`src/rtl/fifo_pkg.sv`:
```
// Shared helpers for the register-file FIFO: pointer sizing and
// threshold legality checks used at elaboration time.
package fifo_pkg;

  // Pointers carry one extra wrap bit above the storage address.
  function automatic int ptr_width(input int addrw);
    return addrw + 1;
  endfunction

  // Almost-full threshold must lie in 1..DEPTH.
  function automatic bit afull_th_legal(input int addrw, input int th);
    return (th >= 1) && (th <= (1 << addrw));
  endfunction

  // Almost-empty threshold must lie in 0..DEPTH-1.
  function automatic bit aempty_th_legal(input int addrw, input int th);
    return (th >= 0) && (th <= (1 << addrw) - 1);
  endfunction

endpackage

```
`src/rtl/fifo_mem.sv`:
```
// DEPTH x DATAW storage array: clocked write port, asynchronous read port.
module fifo_mem #(
  parameter int ADDRW = 4,
  parameter int DATAW = 8
) (
  input  logic             clk,
  input  logic             wr_en,
  input  logic [ADDRW-1:0] wr_addr,
  input  logic [DATAW-1:0] wr_data,
  input  logic [ADDRW-1:0] rd_addr,
  output logic [DATAW-1:0] rd_data
);

  localparam int DEPTH = 1 << ADDRW;

  logic [DATAW-1:0] mem [DEPTH];

  // Write port: store the incoming word when enabled.
  // NOTE: the array has no reset; the pointers define what is valid, and
  // resetting every word would turn a compact register file into flops.
  always_ff @(posedge clk) begin
    if (wr_en) mem[wr_addr] <= wr_data;
  end

  assign rd_data = mem[rd_addr];

endmodule

```
`src/rtl/sync_fifo_rf.sv`:
```
// Synchronous FIFO on a 1R/1W register file: valid/ready on both sides,
// occupancy count, almost-full/almost-empty flags and synchronous flush.
module sync_fifo_rf
  import fifo_pkg::*;
#(
  parameter int ADDRW     = 4,
  parameter int DATAW     = 8,
  parameter int AFULL_TH  = 2**ADDRW - 2,
  parameter int AEMPTY_TH = 2
) (
  input  logic             clk,
  input  logic             rst,
  input  logic             i_flush,
  input  logic             i_wr_valid,
  input  logic [DATAW-1:0] i_wr_data,
  output logic             o_wr_ready,
  output logic             o_rd_valid,
  output logic [DATAW-1:0] o_rd_data,
  input  logic             i_rd_ready,
  output logic [ADDRW:0]   o_count,
  output logic             o_full,
  output logic             o_empty,
  output logic             o_almost_full,
  output logic             o_almost_empty
);

  localparam int PTRW = ptr_width(ADDRW);

  typedef logic [PTRW-1:0] ptr_t;

  localparam ptr_t AFULL_C  = ptr_t'(AFULL_TH);
  localparam ptr_t AEMPTY_C = ptr_t'(AEMPTY_TH);

  if (!afull_th_legal(ADDRW, AFULL_TH)) begin : g_bad_afull
    $error("sync_fifo_rf: AFULL_TH out of range 1..DEPTH");
  end
  if (!aempty_th_legal(ADDRW, AEMPTY_TH)) begin : g_bad_aempty
    $error("sync_fifo_rf: AEMPTY_TH out of range 0..DEPTH-1");
  end

  ptr_t wr_ptr;
  ptr_t rd_ptr;
  ptr_t count;
  logic full;
  logic empty;
  logic push;
  logic pop;
  logic clear;

  // Status is derived from registered pointers only, so ready never
  // depends combinationally on the consumer's ready.
  assign full  = (wr_ptr[ADDRW-1:0] == rd_ptr[ADDRW-1:0]) &&
                 (wr_ptr[ADDRW] != rd_ptr[ADDRW]);
  assign empty = (wr_ptr == rd_ptr);
  assign count = wr_ptr - rd_ptr;

  assign clear = rst || i_flush;
  assign push  = i_wr_valid && !full;
  assign pop   = !empty && i_rd_ready;

  // Pointer registers: clear wins over any same-cycle push/pop.
  // NOTE: non-blocking assignments keep every flop updating from the
  // pre-edge values, independent of statement order.
  always_ff @(posedge clk) begin
    if (clear) begin
      wr_ptr <= '0;
      rd_ptr <= '0;
    end else begin
      if (push) wr_ptr <= wr_ptr + 1'b1;
      if (pop)  rd_ptr <= rd_ptr + 1'b1;
    end
  end

  fifo_mem #(
    .ADDRW (ADDRW),
    .DATAW (DATAW)
  ) u_mem (
    .clk     (clk),
    .wr_en   (push && !clear),
    .wr_addr (wr_ptr[ADDRW-1:0]),
    .wr_data (i_wr_data),
    .rd_addr (rd_ptr[ADDRW-1:0]),
    .rd_data (o_rd_data)
  );

  assign o_wr_ready     = !full;
  assign o_rd_valid     = !empty;
  assign o_count        = count;
  assign o_full         = full;
  assign o_empty        = empty;
  assign o_almost_full  = (count >= AFULL_C);
  assign o_almost_empty = (count <= AEMPTY_C);

endmodule
```
`config.mk`:
```
export PLATFORM = sky130hd
export DESIGN_NAME = sync_fifo_rf
export DESIGN_NICKNAME = d
export VERILOG_FILES = /design/src/rtl/fifo_pkg.sv /design/src/rtl/fifo_mem.sv /design/src/rtl/sync_fifo_rf.sv
export SDC_FILE = /design/constraint.sdc
export NUM_CORES = 1
export LEC_CHECK = 0
export BUFFER_PORTS_ARGS = -buffer_cell sky130_fd_sc_hd__buf_4
export CAP_MARGIN = 20
export CORE_MARGIN = 2
export CORE_UTILIZATION = 45
export CTS_CLUSTER_SIZE = 30
export DETAILED_ROUTE_END_ITERATION = 12
export GPL_TIMING_DRIVEN = 0
export PLACE_DENSITY = 0.59
export SETUP_SLACK_MARGIN = 0.5
export SLEW_MARGIN = 40
export SYNTH_ARGS = -nofsm -noshare
export SYNTH_HDL_FRONTEND = slang
export SYNTH_SLANG_ARGS = --single-unit
export TNS_END_PERCENT = 50
```
`constraint.sdc`:
```
create_clock -name clk -period 3.25 [get_ports clk]
set_input_delay 0.1625 -clock clk [delete_from_list [all_inputs] [get_ports clk]]
set_output_delay 0.1625 -clock clk [all_outputs]
set_load 0.03 [all_outputs]
```
Yosys cells after proc, flatten, opt, wreduce, memory -nomap -nowiden. Memories as Yosys holds them, arrays and structs flattened. A register that Yosys moved wholly into a read port is not among the register bits. Index checks and enable logic that the tools add are counted.

Logic and storage cells: 23. Output and inout bits: 19. Register bits after elaboration: 10. Memories kept: 1. Bits of input ports: 13. Bits in writable memories: 128.

Memories: u_mem.mem (depth 16, bits a word 8, read ports 1, clocked after Yosys merged registers in 1, wr ports 1, line fifo_mem.sv:16) `logic [DATAW-1:0] mem [DEPTH];`.

Eq/ne operators: 3. Reductions and logical operators: 8. $add $sub $neg: 3. Order comparisons: 2. Muxes and demuxes: 4.

Operator list (number): $add 5x1->5 const B (2); $mux 4 (2); $eq 5x5->1 (1); $ge 5x4->1 const B (1); $le 5x2->1 const B (1); $sub 5x5->5 (1); $eq 4x4->1 (1); $logic_and 1x1->1 (4); $logic_not 1->1 (3); $mux 1 (2); $logic_or 1x1->1 (1); $ne 1x1->1 (1).

Longest topological paths before layout. Gate-level depths: netlist of the first run.

Depth after elaboration: 7. Depth in mapped cells: 8. Mapped depth without buffers: 8.

Hierarchy. From an unflattened synthesis of the first run, not the netlist that was laid out.

Cells, all modules: 297. Area, all modules: 5649.2 µm².

By module, submodules not included: fifo_mem (times used 1, area each 4987.3 µm², cells each 221, seq. area each 3843.7 µm²); sync_fifo_rf (times used 1, area each 661.9 µm², cells each 76, seq. area each 200.2 µm²).

Worst setup path before layout of the first run. OpenSTA, ideal clock, no wires.

Path kind: register -> output. Start: register wr_ptr[0]. End: output o_almost_empty. Data required time: 3087 ps. Slack: 732 ps. Path buffers: 0. Data arrival time: 2355 ps. Cell stages (with the launch flop): 9. Path through: dfxtp_1 inv_1 ha_1 inv_1 fa_1 a21o_1 a21oi_1 xnor2_1 a2111oi_2.

Longest elaborated chain between the ends: 2.

RTL lines: from (decl) (line sync_fifo_rf.sv:41) `ptr_t wr_ptr;`; from (signal assigned) (line sync_fifo_rf.sv:69) `if (push) wr_ptr <= wr_ptr + 1'b1;`; $sub 5x5->5 (line sync_fifo_rf.sv:55) `assign count = wr_ptr - rd_ptr;`; net o_count[4] (line sync_fifo_rf.sv:20) `output logic [ADDRW:0] o_count,`; $le 5x2->1 (line sync_fifo_rf.sv:92) `assign o_almost_empty = (count <= AEMPTY_C);`; to (decl) (line sync_fifo_rf.sv:24) `output logic o_almost_empty`.

The timed path passes the listed nets, and every way through them passes these cells.

Final worst setup path of the first run.
Start: register rd_ptr[2]. End: memory u_mem.mem[9][1] (enable).

Longest elaborated chain between the ends: 7.

RTL lines: from (decl) (line sync_fifo_rf.sv:42) `ptr_t rd_ptr;`; from (signal assigned) (line sync_fifo_rf.sv:70) `if (pop) rd_ptr <= rd_ptr + 1'b1;`; $eq 4x4->1 (line sync_fifo_rf.sv:52) `assign full = (wr_ptr[ADDRW-1:0] == rd_ptr[ADDRW-1:0]) &&`; $logic_and 1x1->1 (line sync_fifo_rf.sv:52); $logic_not 1->1 (line sync_fifo_rf.sv:58) `assign push = i_wr_valid && !full;`; $logic_and 1x1->1 (line sync_fifo_rf.sv:58); $logic_and 1x1->1 (line sync_fifo_rf.sv:79) `.wr_en (push && !clear),`; $mux 1 (line fifo_mem.sv:22) `if (wr_en) mem[wr_addr] <= wr_data;`; $mux 1 (implied by the code) (line fifo_mem.sv:22); to (decl) (line fifo_mem.sv:16).

Every way passes these cells.

==> impl_metrics.tcl, run 1 <==
set metrics [dict create \
    status "finished, final reports clean" \
    post-route-util 0.549 \
    cts_tree "yes" \
    vdd_ir_drop_max_mv 0.390 \
    cp.required_ps 3290 \
    leakagePower_nw 2.24 \
    postSynthCellCount 308 \
    power_frac_seq 0.471 \
    cts_root_buffer "clkbuf_16" \
    p_per_area_nw_per_um2 620 \
    boundaryPins 32 \
    relSlewSlack 0.520 \
    final_layout_size_suffix_gt1_frac 0.329 \
    initial_core_util 0.456 \
    synth.area.top_cells "edfxtp_1 (68%), mux4_2 (13%), dfxtp_1 (4.9%)" \
    grt-ovfl-total 0 \
    synth_area_per_cell_um2 18.5 \
    switchingPower_mw 0.777 \
    finalWirelength_um 11300 \
    fin_area_um2 6850 \
    antenna_found_initial 0 \
    tightestPinTransition_ps 719 \
    fin_crit_sh 0.827 \
    viasPerCell 5.31 \
    die_y_um 116 \
    cts_num_sinks 142 \
    numCtsBuffers 17 \
    finalSetupTns_ps 0 \
    avgRoutedWirePerCell_um 20.9 \
    dpl_cell_area_um2 6150 \
    n_antenna_cell 0 \
    placed_cells 511 \
    grt_pass1_wl_um 17100 \
    dp_hpwl_um 7470 \
    grt_pass1_vias 2930 \
    power_mw 4.24 \
    fin_nets 381 \
    worstPathMaxFanout 8 \
    combPwrFrac 0.033 \
    synth_area_um2 5690 \
    clkPwrFrac 0.497 \
    coreArea_um2 12500 \
    synth_edf_count 128 \
    critPathArrivalTime_ps 2730 \
    rsz0062_at_grt "yes" \
    routabilityCongestion 0.799 \
    p_int_mw 3.47 \
    endpoint_kind "register" \
    finalHoldViolations 0 \
    async_flop_share 0 \
    synth_top_area_frac 0.676 \
    dr_total_vias 2881 \
    rows 41 \
    min_period_ps 2690 \
    crit_type "register to register" \
    slew_violations 0 \
    hp-class "primary input to register" \
    port_buffers 31 \
    ys_ff_latch 142 \
    cts.path.max_buffers 2 \
    area_growth_pct 20.4 \
    clkTransAtPathRegs_ps 50 \
    die_x_um 116 \
    synth_fp_nets 331 \
    max_cap_violations 0 \
    ys_seq_area_frac 0.725 \
    worst_slack_ps 561 \
    cts_max_level 4 \
    drtAntennaViolNets 0 \
    drc 0 \
    layout.cells.non_filler 543 \
    yosysWarningCount 0 \
    startpoint_type "register" \
    die_area_um2 13500 \
    finClkSkew_ps 4.87 \
    switching_share 0.183 \
    holdWs_ps 33.8 \
    synth_largest_area_cell "edfxtp_1" \
    postCtsHoldBufs 0 \
    ys.flop_type "edfxtp_1" \
    finalSetupViolCount 0 \
    track_usage 0.183 \
    place_ws_ps 369 \
    dr.pass1.iters 4 \
    clk_latency_ps 410 \
    synth.distinct_cells 36 \
    drt_iter0_markers 181 \
    grt_start_max_net_pins 17 \
    fmax_ghz 0.372 \
]
[final timing paths]
kind | to | start | slack (ps) | cells past startpoint
worst max-delay path | u_mem.mem[9][1]$_DFFE_PP_ | rd_ptr[2]$_SDFFE_PP0N_ | 560 | 7
worst min-delay path | rd_ptr[3]$_SDFFE_PP0N_ | rst | 30 | 3
worst max register to register | u_mem.mem[9][1]$_DFFE_PP_ | rd_ptr[2]$_SDFFE_PP0N_ | 560 | 7
worst min register to register | rd_ptr[3]$_SDFFE_PP0N_ | rd_ptr[3]$_SDFFE_PP0N_ | 510 | 2
[layout make-up]
class / count / area [um^2]
sequential: 142 / 4120
clock inverter: 15 / 223
fill: 968 / 5620
timing repair buffer: 31 / 233
tap: 172 / 215
buffer: 12 / 63.8
inverter: 9 / 33.8
multi-input combinational: 145 / 1530
clock buffer: 17 / 425
[power groups by stage]
stage	Combinational, mW	Clock, mW	Sequential [mW]
CTS	0.141	2.14	2.00
detailed placement	0.140	0	2.03
global route	0.152	2.21	2.00
floorplan	0.0730	0	2.03
finish	0.140	2.11	2.00
global placement	0.136	0	2.03
[critical path: stages (launching register included)]
cell	delay, ps
dfxtp_1	370
inv_1	100
ha_1	380
and4_1	210
clkbuf_2	160
a21oi_1	320
nand3b_1	250
nor2_2	530
[cell usage in the layout, fill, tap and decap left out, types with 2 or more instances in the layout]
master | Yosys | final
xnor2_1 | 8 | 7
nor2_2 | 0 | 15
edfxtp_1 | 128 | 128
buf_2 | 2 | 2
a22oi_1 | 16 | 16
dfxtp_1 | 14 | 14
nor2b_1 | 2 | 2
nor2_1 | 28 | 12
o21ai_0 | 2 | 2
buf_4 | 2 | 33
buf_1 | 4 | 3
mux2i_1 | 2 | 2
clkinv_1 | 0 | 5
nand2_1 | 17 | 17
a21oi_1 | 5 | 4
clkbuf_1 | 3 | 3
bufinv_16 | 0 | 6
nand3b_1 | 2 | 2
xor2_1 | 3 | 3
a21o_1 | 2 | 2
clkbuf_16 | 0 | 17
clkinv_2 | 0 | 3
ha_1 | 9 | 9
mux4_2 | 32 | 32
nand3_1 | 2 | 2
inv_1 | 9 | 8
a2111oi_2 | 2 | 2
[registers in the layout, indices dropped and copies added, names as in the netlist, named ones only]
signal,count
rd_ptr,5
u_mem.mem,128
wr_ptr,5
[layer usage]
| layer | share of wire | routed length [um] | up-vias | track usage |
|---|---|---|---|---|
| met2 | 0.51 | 5780 | 70 | 0.303 |
| met1 | 0.43 | 4900 | 1468 | 0.233 |
| met4 | 0.019 | 210 | 0 | 0.0730 |
| met5 | 0 | 0 | - | 0 |
| li1 | - | - | 1328 | - |
| met3 | 0.040 | 451 | 15 | 0.0488 |
[cell usage after synthesis, drive strengths merged, types with 3 or more instances]
master,instances
edfxtp,128
mux4,32
nor2,28
nand2,17
a22oi,16
dfxtp,14
ha,9
inv,9
buf,8
xnor2,8
a21oi,5
clkbuf,4
xor2,4
o21ai,3
[cells by family after synthesis]
group	count (synthesis)	share of synthesized area
buf+inv	21	0.0158
simple gates	57	0.0434
mux	34	0.130
fa+ha+maj	10	0.0233
flops	142	0.725
compound gates	32	0.0420
xor+xnor	12	0.0198
[what timing repair did]
| item | 4_1_cts | 5_1_grt |
|---|---|---|
| pin swaps | 0 | 1 |
| endpoints found under the setup margin | 91 | 130 |
| resized for setup | 7 | 7 |
| buffers inserted | 0 | 0 |
Power figures use the tool's default switching activity.
==> inputs of run 2 (changes only) <==
--- a/config.mk
+++ b/config.mk
@@ -5,6 +5,7 @@
 export SDC_FILE = /design/constraint.sdc
 export NUM_CORES = 1
 export LEC_CHECK = 0
+export ABC_AREA = 1
 export BUFFER_PORTS_ARGS = -buffer_cell sky130_fd_sc_hd__buf_4
 export CAP_MARGIN = 20
 export CORE_MARGIN = 2
==> constraint.sdc (replaced) <==
create_clock -name clk -period 2.78 [get_ports clk]
set_input_delay 0.139 -clock clk [delete_from_list [all_inputs] [get_ports clk]]
set_output_delay 0.139 -clock clk [all_outputs]
set_load 0.03 [all_outputs]
==> run 2 against run 1 <==
  * Die area grew 14%
  * Total power rose by 17%
  * Clock power increased by 9%
  * Worst setup slack lost 92 ps
  * Final cell count rose by 69%
  * First-iteration DRC count grew 80%
  * Synthesized cell count grew 120%
  * Highest routed layer unchanged
  * Critical path type is now register to output port
  * Sequential cell count unchanged
  * Combinational power rose by 130%
==> impl_metrics.tcl, run 2 <==
set metrics [dict create \
    worstPathMaxFanout 6 \
    mostFrequentLayoutCell "nand2_1" \
    relSlewSlack 0.655 \
    synth.distinct_cells 25 \
    p_per_area_nw_per_um2 638 \
    finClkSkew_ps 4.39 \
    largest_register_ffs 128 \
    crit_type "register to output port" \
    dp_hpwl_um 10600 \
    antenna_found_initial 0 \
    synth_fp_nets 695 \
    worst_slack_ps 469 \
    cts.path.max_buffers 2 \
    initial_core_util 0.465 \
    boundaryPins 32 \
    hp-class "primary input to register" \
    n_antenna_cell 0 \
    dr_total_vias 4645 \
    leakagePower_nw 3.35 \
    vdd_ir_drop_max_mv 0.402 \
    regArea_um2 4130 \
    drt_iter0_markers 325 \
    die_y_um 124 \
    numCtsBuffers 17 \
    muxShareOfSynthArea 0 \
    fin_crit_sh 0.831 \
    crit_chain "inv_4, ha_4, inv_2, fa_2, or2_4, a22oi_2, nand3_1, nor2_2, buf_4" \
    coreArea_um2 14000 \
    synth_edf_count 128 \
    finalSetupTns_ps 0 \
    rsz0062_at_grt "yes" \
    finalHoldViolations 0 \
    synthMostInstantiatedCell "nand2_1" \
    min_from "i_rd_ready" \
    rows 43 \
    critical_path.max_stage_delay_ps 390 \
    grt-ovfl-total 0 \
    largest-register "u_mem.mem" \
    drtAntennaViolNets 0 \
    port_buffers 31 \
    crit_family "adder cells" \
    synth_area_per_cell_um2 9.67 \
    fillers 1296 \
    avgRoutedWirePerCell_um 17.3 \
    synth-compound-area-share 0.0104 \
    clk_latency_ps 430 \
    postCtsHoldBufs 0 \
    area_growth_pct 19.5 \
    synth-adder-area-share 0.0204 \
    grt_pass1_wl_um 24200 \
    synth_top_family_by_area "simple AND/OR/NAND/NOR gates" \
    final_layout_size_suffix_gt1_frac 0.179 \
    startpoint_type "register" \
    synthXorXnorAreaFrac 0.00270 \
    viasPerCell 5.07 \
    r2r_start "rd_ptr[2]$_SDFFE_PP0N_" \
    clkTransAtPathRegs_ps 60 \
    top_regs "u_mem.mem: 128 flops, rd_ptr: 5 flops, wr_ptr: 5 flops" \
    synth_simple_gate_area_frac 0.242 \
    routabilityCongestion 0.876 \
    cts_tree "yes" \
    cts_root_buffer "clkbuf_16" \
    dr.pass1.iters 5 \
    grt_pass1_vias 4509 \
    synth.area.top_cells "edfxtp_1 (59%), nand2_1 (11%), nand3_1 (8.6%)" \
    slew_violations 0 \
    crit_start "wr_ptr[0]$_SDFFE_PP0P_" \
    fmax_ghz 0.433 \
    finalSetupViolCount 0 \
    track_usage 0.224 \
    min_period_ps 2310 \
    finalWirelength_um 15900 \
    tightestPinTransition_ps 515 \
    status "finished, final reports clean" \
    place_ws_ps 108 \
    ys.flop_type "edfxtp_1" \
    synth_largest_area_cell "edfxtp_1" \
    endpoint_kind "output port" \
    cp.required_ps 2640 \
    ys_ff_latch 142 \
    multiInputGateArea_um2 1950 \
    die_x_um 124 \
    max_cap_violations 0 \
    grt_start_max_net_pins 17 \
    drc 0 \
    die_area_um2 15400 \
    synth_common_cells "nand2_1 (199), edfxtp_1 (128), inv_1 (119)" \
    cts_num_sinks 142 \
    critPathArrivalTime_ps 2170 \
    synth_top_area_frac 0.591 \
    fin_nets 747 \
    synth_area_um2 6500 \
    critical_path_buf_inv_count 3 \
    yosysWarningCount 0 \
    mostFrequentLayoutCells "nand2_1 (197), edfxtp_1 (128), inv_1 (116)" \
    slowest_stage "fa_2" \
    cts_max_level 4 \
    post-route-util 0.555 \
    async_flop_share 0 \
    ys_seq_area_frac 0.635 \
    postSynthCellCount 672 \
]
==> run 2: changes by cell type after synthesis, sizes merged, moves of 15 or more <==
cell / change
nand3: +111
a22oi: -15
nand2: +191
inv: +112
mux4: -32
==> run 2: path summary, 6_finish.rpt <==
check | end | slack, ps | cells after the start
worst max register to register | u_mem.mem[9][2]$_DFFE_PP_ | 550 | 10
worst min-delay path | rd_ptr[4]$_SDFFE_PP0N_ | 10 | 3
worst min register to register | rd_ptr[4]$_SDFFE_PP0N_ | 510 | 2
worst max-delay path | o_almost_empty | 470 | 9
==> run 2: layout make-up <==
| class | instances | share of cell area |
|---|---|---|
| Sequential cell | 142 | 0.532 |
| Multi-Input combinational cell | 382 | 0.251 |
| Inverter | 122 | 0.0611 |
| Clock buffer | 17 | 0.0548 |
| Timing Repair Buffer | 33 | 0.0329 |
| Tap cell | 180 | 0.0290 |
| Clock inverter | 15 | 0.0219 |
| Buffer | 26 | 0.0174 |
==> run 2: metrics by stage <==
step	cells	hold WS (ps)	instance area (um^2)	power, mW
3_3_place_gp	883	443	6960	2.68
5_1_grt	917	24.7	7770	5.09
2_1_floorplan	672	238	6500	2.56
3_5_place_dp	883	455	6960	2.69
6_report	917	11.7	7770	4.95
4_1_cts	915	2.97	7640	4.96
==> run 2: where the power goes <==
group / leakage (nW) / switching [mW] / internal, mW
clock: 0.283 / 0.890 / 1.40
combinational: 1.80 / 0.219 / 0.101
sequential: 1.27 / 0.00664 / 2.33
total: 3.35 / 1.12 / 3.84
==> run 2: logic make-up after synthesis <==
family,count (synthesis)
buffers and inverters,148
and+or+nand+nor,357
adders and majority gates,10
AOI/OAI and AO/OA,13
DFF,142
xor gates and xnor gates,2
==> run 2: worst register-to-register path: stages, from the launching register on <==
cell and delay, ps:
dfxtp_1 310, clkbuf_2 180, inv_1 60, ha_2 330
nand2_2 90, nor2_4 50, nand2_4 100, nand2_4 120
nor2_8 150, nand2_4 120, nor2_2 360
==> run 2: timing repair <==
| action | 4_1_cts | 5_1_grt |
|---|---|---|
| gates resized for setup | 26 | 45 |
| endpoints found under the hold margin | 0 | 0 |
| setup buffers | 0 | 2 |
| pin swaps | 1 | 5 |
| endpoints found under the setup margin | 139 | 100 |
==> run 2: routing by layer <==
layer	vias to the layer above	wire length, um	track usage
li1	2279	-	-
met1	2191	7110	0.296
met2	136	7480	0.352
met3	39	800	0.0495
met4	0	490	0.109
met5	-	0	0
==> inputs of run 3 (changes only) <==
==> constraint.sdc (replaced) <==
create_clock -name clk -period 2.4 [get_ports clk]
set_input_delay 0.12 -clock clk [delete_from_list [all_inputs] [get_ports clk]]
set_output_delay 0.12 -clock clk [all_outputs]
set_load 0.03 [all_outputs]
==> run 3 against run 2 <==
  * Worst setup slack got worse by 220 ps
  * Hold slack improved by 19 ps
  * Register-to-register slack got worse by 80 ps
  * Design area increased by 8.7%
  * Final cell count increased by 2.4%
  * Clock skew increased by 3.6 ps
  * Largest power group unchanged
==> impl_metrics.tcl, run 3 (same netlist as run 2, synthesis figures left out) <==
set metrics [dict create \
    status "finished, final reports clean" \
    dr_total_vias 4826 \
    p_per_area_nw_per_um2 682 \
    leakagePower_nw 3.57 \
    initial_core_util 0.465 \
    finalSetupTns_ps 0 \
    cts_root_buffer "clkbuf_16" \
    clk_latency_ps 420 \
    critical_path.max_stage_delay_ps 350 \
    mostFrequentLayoutCells "nand2_1 (189), edfxtp_1 (128), inv_1 (110)" \
    finClkSkew_ps 8.00 \
    fin_crit_sh 0.896 \
    startpoint_type "register" \
    endpoint_kind "output port" \
    hp-class "primary input to register" \
    dr.pass1.iters 5 \
    antenna_found_initial 0 \
    critPathArrivalTime_ps 2030 \
    rows 43 \
    crit_type "register to output port" \
    track_usage 0.230 \
    slowest_stage "dfxtp_4" \
    cts_max_level 4 \
    max_cap_violations 0 \
    routabilityCongestion 0.921 \
    die_area_um2 15400 \
    drtAntennaViolNets 0 \
    crit_chain "inv_4, ha_4, inv_2, fa_2, or2_4, a22oi_2, nand3_2, nor2_4, buf_6" \
    clkTransAtPathRegs_ps 60 \
    final_layout_size_suffix_gt1_frac 0.253 \
    slew_violations 0 \
    area_growth_pct 29.9 \
    top_regs "u_mem.mem: 128 flops, rd_ptr: 5 flops, wr_ptr: 5 flops" \
    grt_start_max_net_pins 17 \
    avgRoutedWirePerCell_um 17.4 \
    n_antenna_cell 0 \
    finalWirelength_um 16400 \
    largest_register_ffs 128 \
    port_buffers 31 \
    tightestPinTransition_ps 573 \
    grt-ovfl-total 0 \
    largest-register "u_mem.mem" \
    grt_pass1_vias 4725 \
    viasPerCell 5.14 \
    boundaryPins 32 \
    cts_tree "yes" \
    drc 0 \
    fmax_ghz 0.465 \
    coreArea_um2 14000 \
    holdWs_ps 30.6 \
    min_period_ps 2150 \
    die_y_um 124 \
    cp.required_ps 2280 \
    cts.path.max_buffers 2 \
    relSlewSlack 0.617 \
    worstPathMaxFanout 2 \
    drt_iter0_markers 368 \
    mostFrequentLayoutCell "nand2_1" \
    rsz0062_at_grt "yes" \
    fillers 1168 \
    cts_num_sinks 142 \
    finalSetupViolCount 0 \
    finalHoldViolations 0 \
    grt_pass1_wl_um 25100 \
    numCtsBuffers 17 \
    fin_nets 769 \
    vdd_ir_drop_max_mv 0.502 \
    die_x_um 124 \
    dp_hpwl_um 10700 \
]
run 3: cell count changes in the layout (fill, tap and decap cells not counted), moves of 4 or more:
cell      change
buf_4         +6
nand2_2       +6
dfxtp_1       -5
clkbuf_2      -8
buf_8         +6
inv_1         -6
nand3_2      +13
nand2_8       +4
buf_2         -8
buf_6        +16
clkbuf_8      +6
buf_12        +5
nand3_1      -14
nand2_1       -8
run 3: critical path: cells and delay by family, from the launching register on:
kind,cells,cell delay (ps)
DFF,1,350
AOI/OAI and AO/OA,1,140
buffers and inverters,3,220
and+or+nand+nor,3,440
adders and majority gates,2,450
run 3: final cells by class:
| class | instances | area, um^2 | share of cell area |
|---|---|---|---|
| clock inverter | 15 | 170 | 0.0202 |
| clock buffer | 17 | 425 | 0.0504 |
| sequential | 142 | 4150 | 0.491 |
| tap | 180 | 225 | 0.0267 |
| buffer | 26 | 297 | 0.0351 |
| multi-input combinational | 382 | 2140 | 0.254 |
| timing repair buffer | 55 | 543 | 0.0643 |
| inverter | 122 | 493 | 0.0584 |
run 3: metrics by stage:
stage	instances	power [mW]	instance area (um^2)	utilization	worst slack, ps
after global routing	939	5.93	8440	0.604	188
after global placement	883	3.12	7140	0.510	297
final	939	5.76	8440	0.604	250
after floorplan	672	2.97	6680	-	501
after detailed placement	883	3.12	7140	0.510	266
after CTS	934	5.77	8290	0.593	189
run 3: power by group:
group          internal [mW]  switching (mW)
sequential              2.70         0.00762
combinational          0.162           0.276
clock                   1.62           0.993
run 3: layer usage:
layer  part of all wire  routed length, um  global-route usage
met1               0.44               7200               0.303
met2               0.49               7950               0.368
met3              0.049                802              0.0444
met4              0.025                408               0.109
met5                  0                  0                   0
run 3: path summary, 6_finish.rpt:
path,end,start,depth (start not counted),slack [ps]
setup / recovery,o_almost_empty,wr_ptr[0]$_SDFFE_PP0P_,9,250
hold / removal,wr_ptr[3]$_SDFFE_PP0P_,i_wr_valid,3,30
setup reg to reg,u_mem.mem[6][3]$_DFFE_PP_,rd_ptr[2]$_SDFFE_PP0N_,10,470
hold reg to reg,rd_ptr[4]$_SDFFE_PP0N_,rd_ptr[4]$_SDFFE_PP0N_,2,520
run 3: what timing repair did:
item,in CTS,in global routing
cloned,1,0
hold endpoints to repair,2,0
setup endpoints to repair,144,145
pin swaps,18,17
setup buffers,17,5
hold buffers,1,0
gates resized for setup,102,34
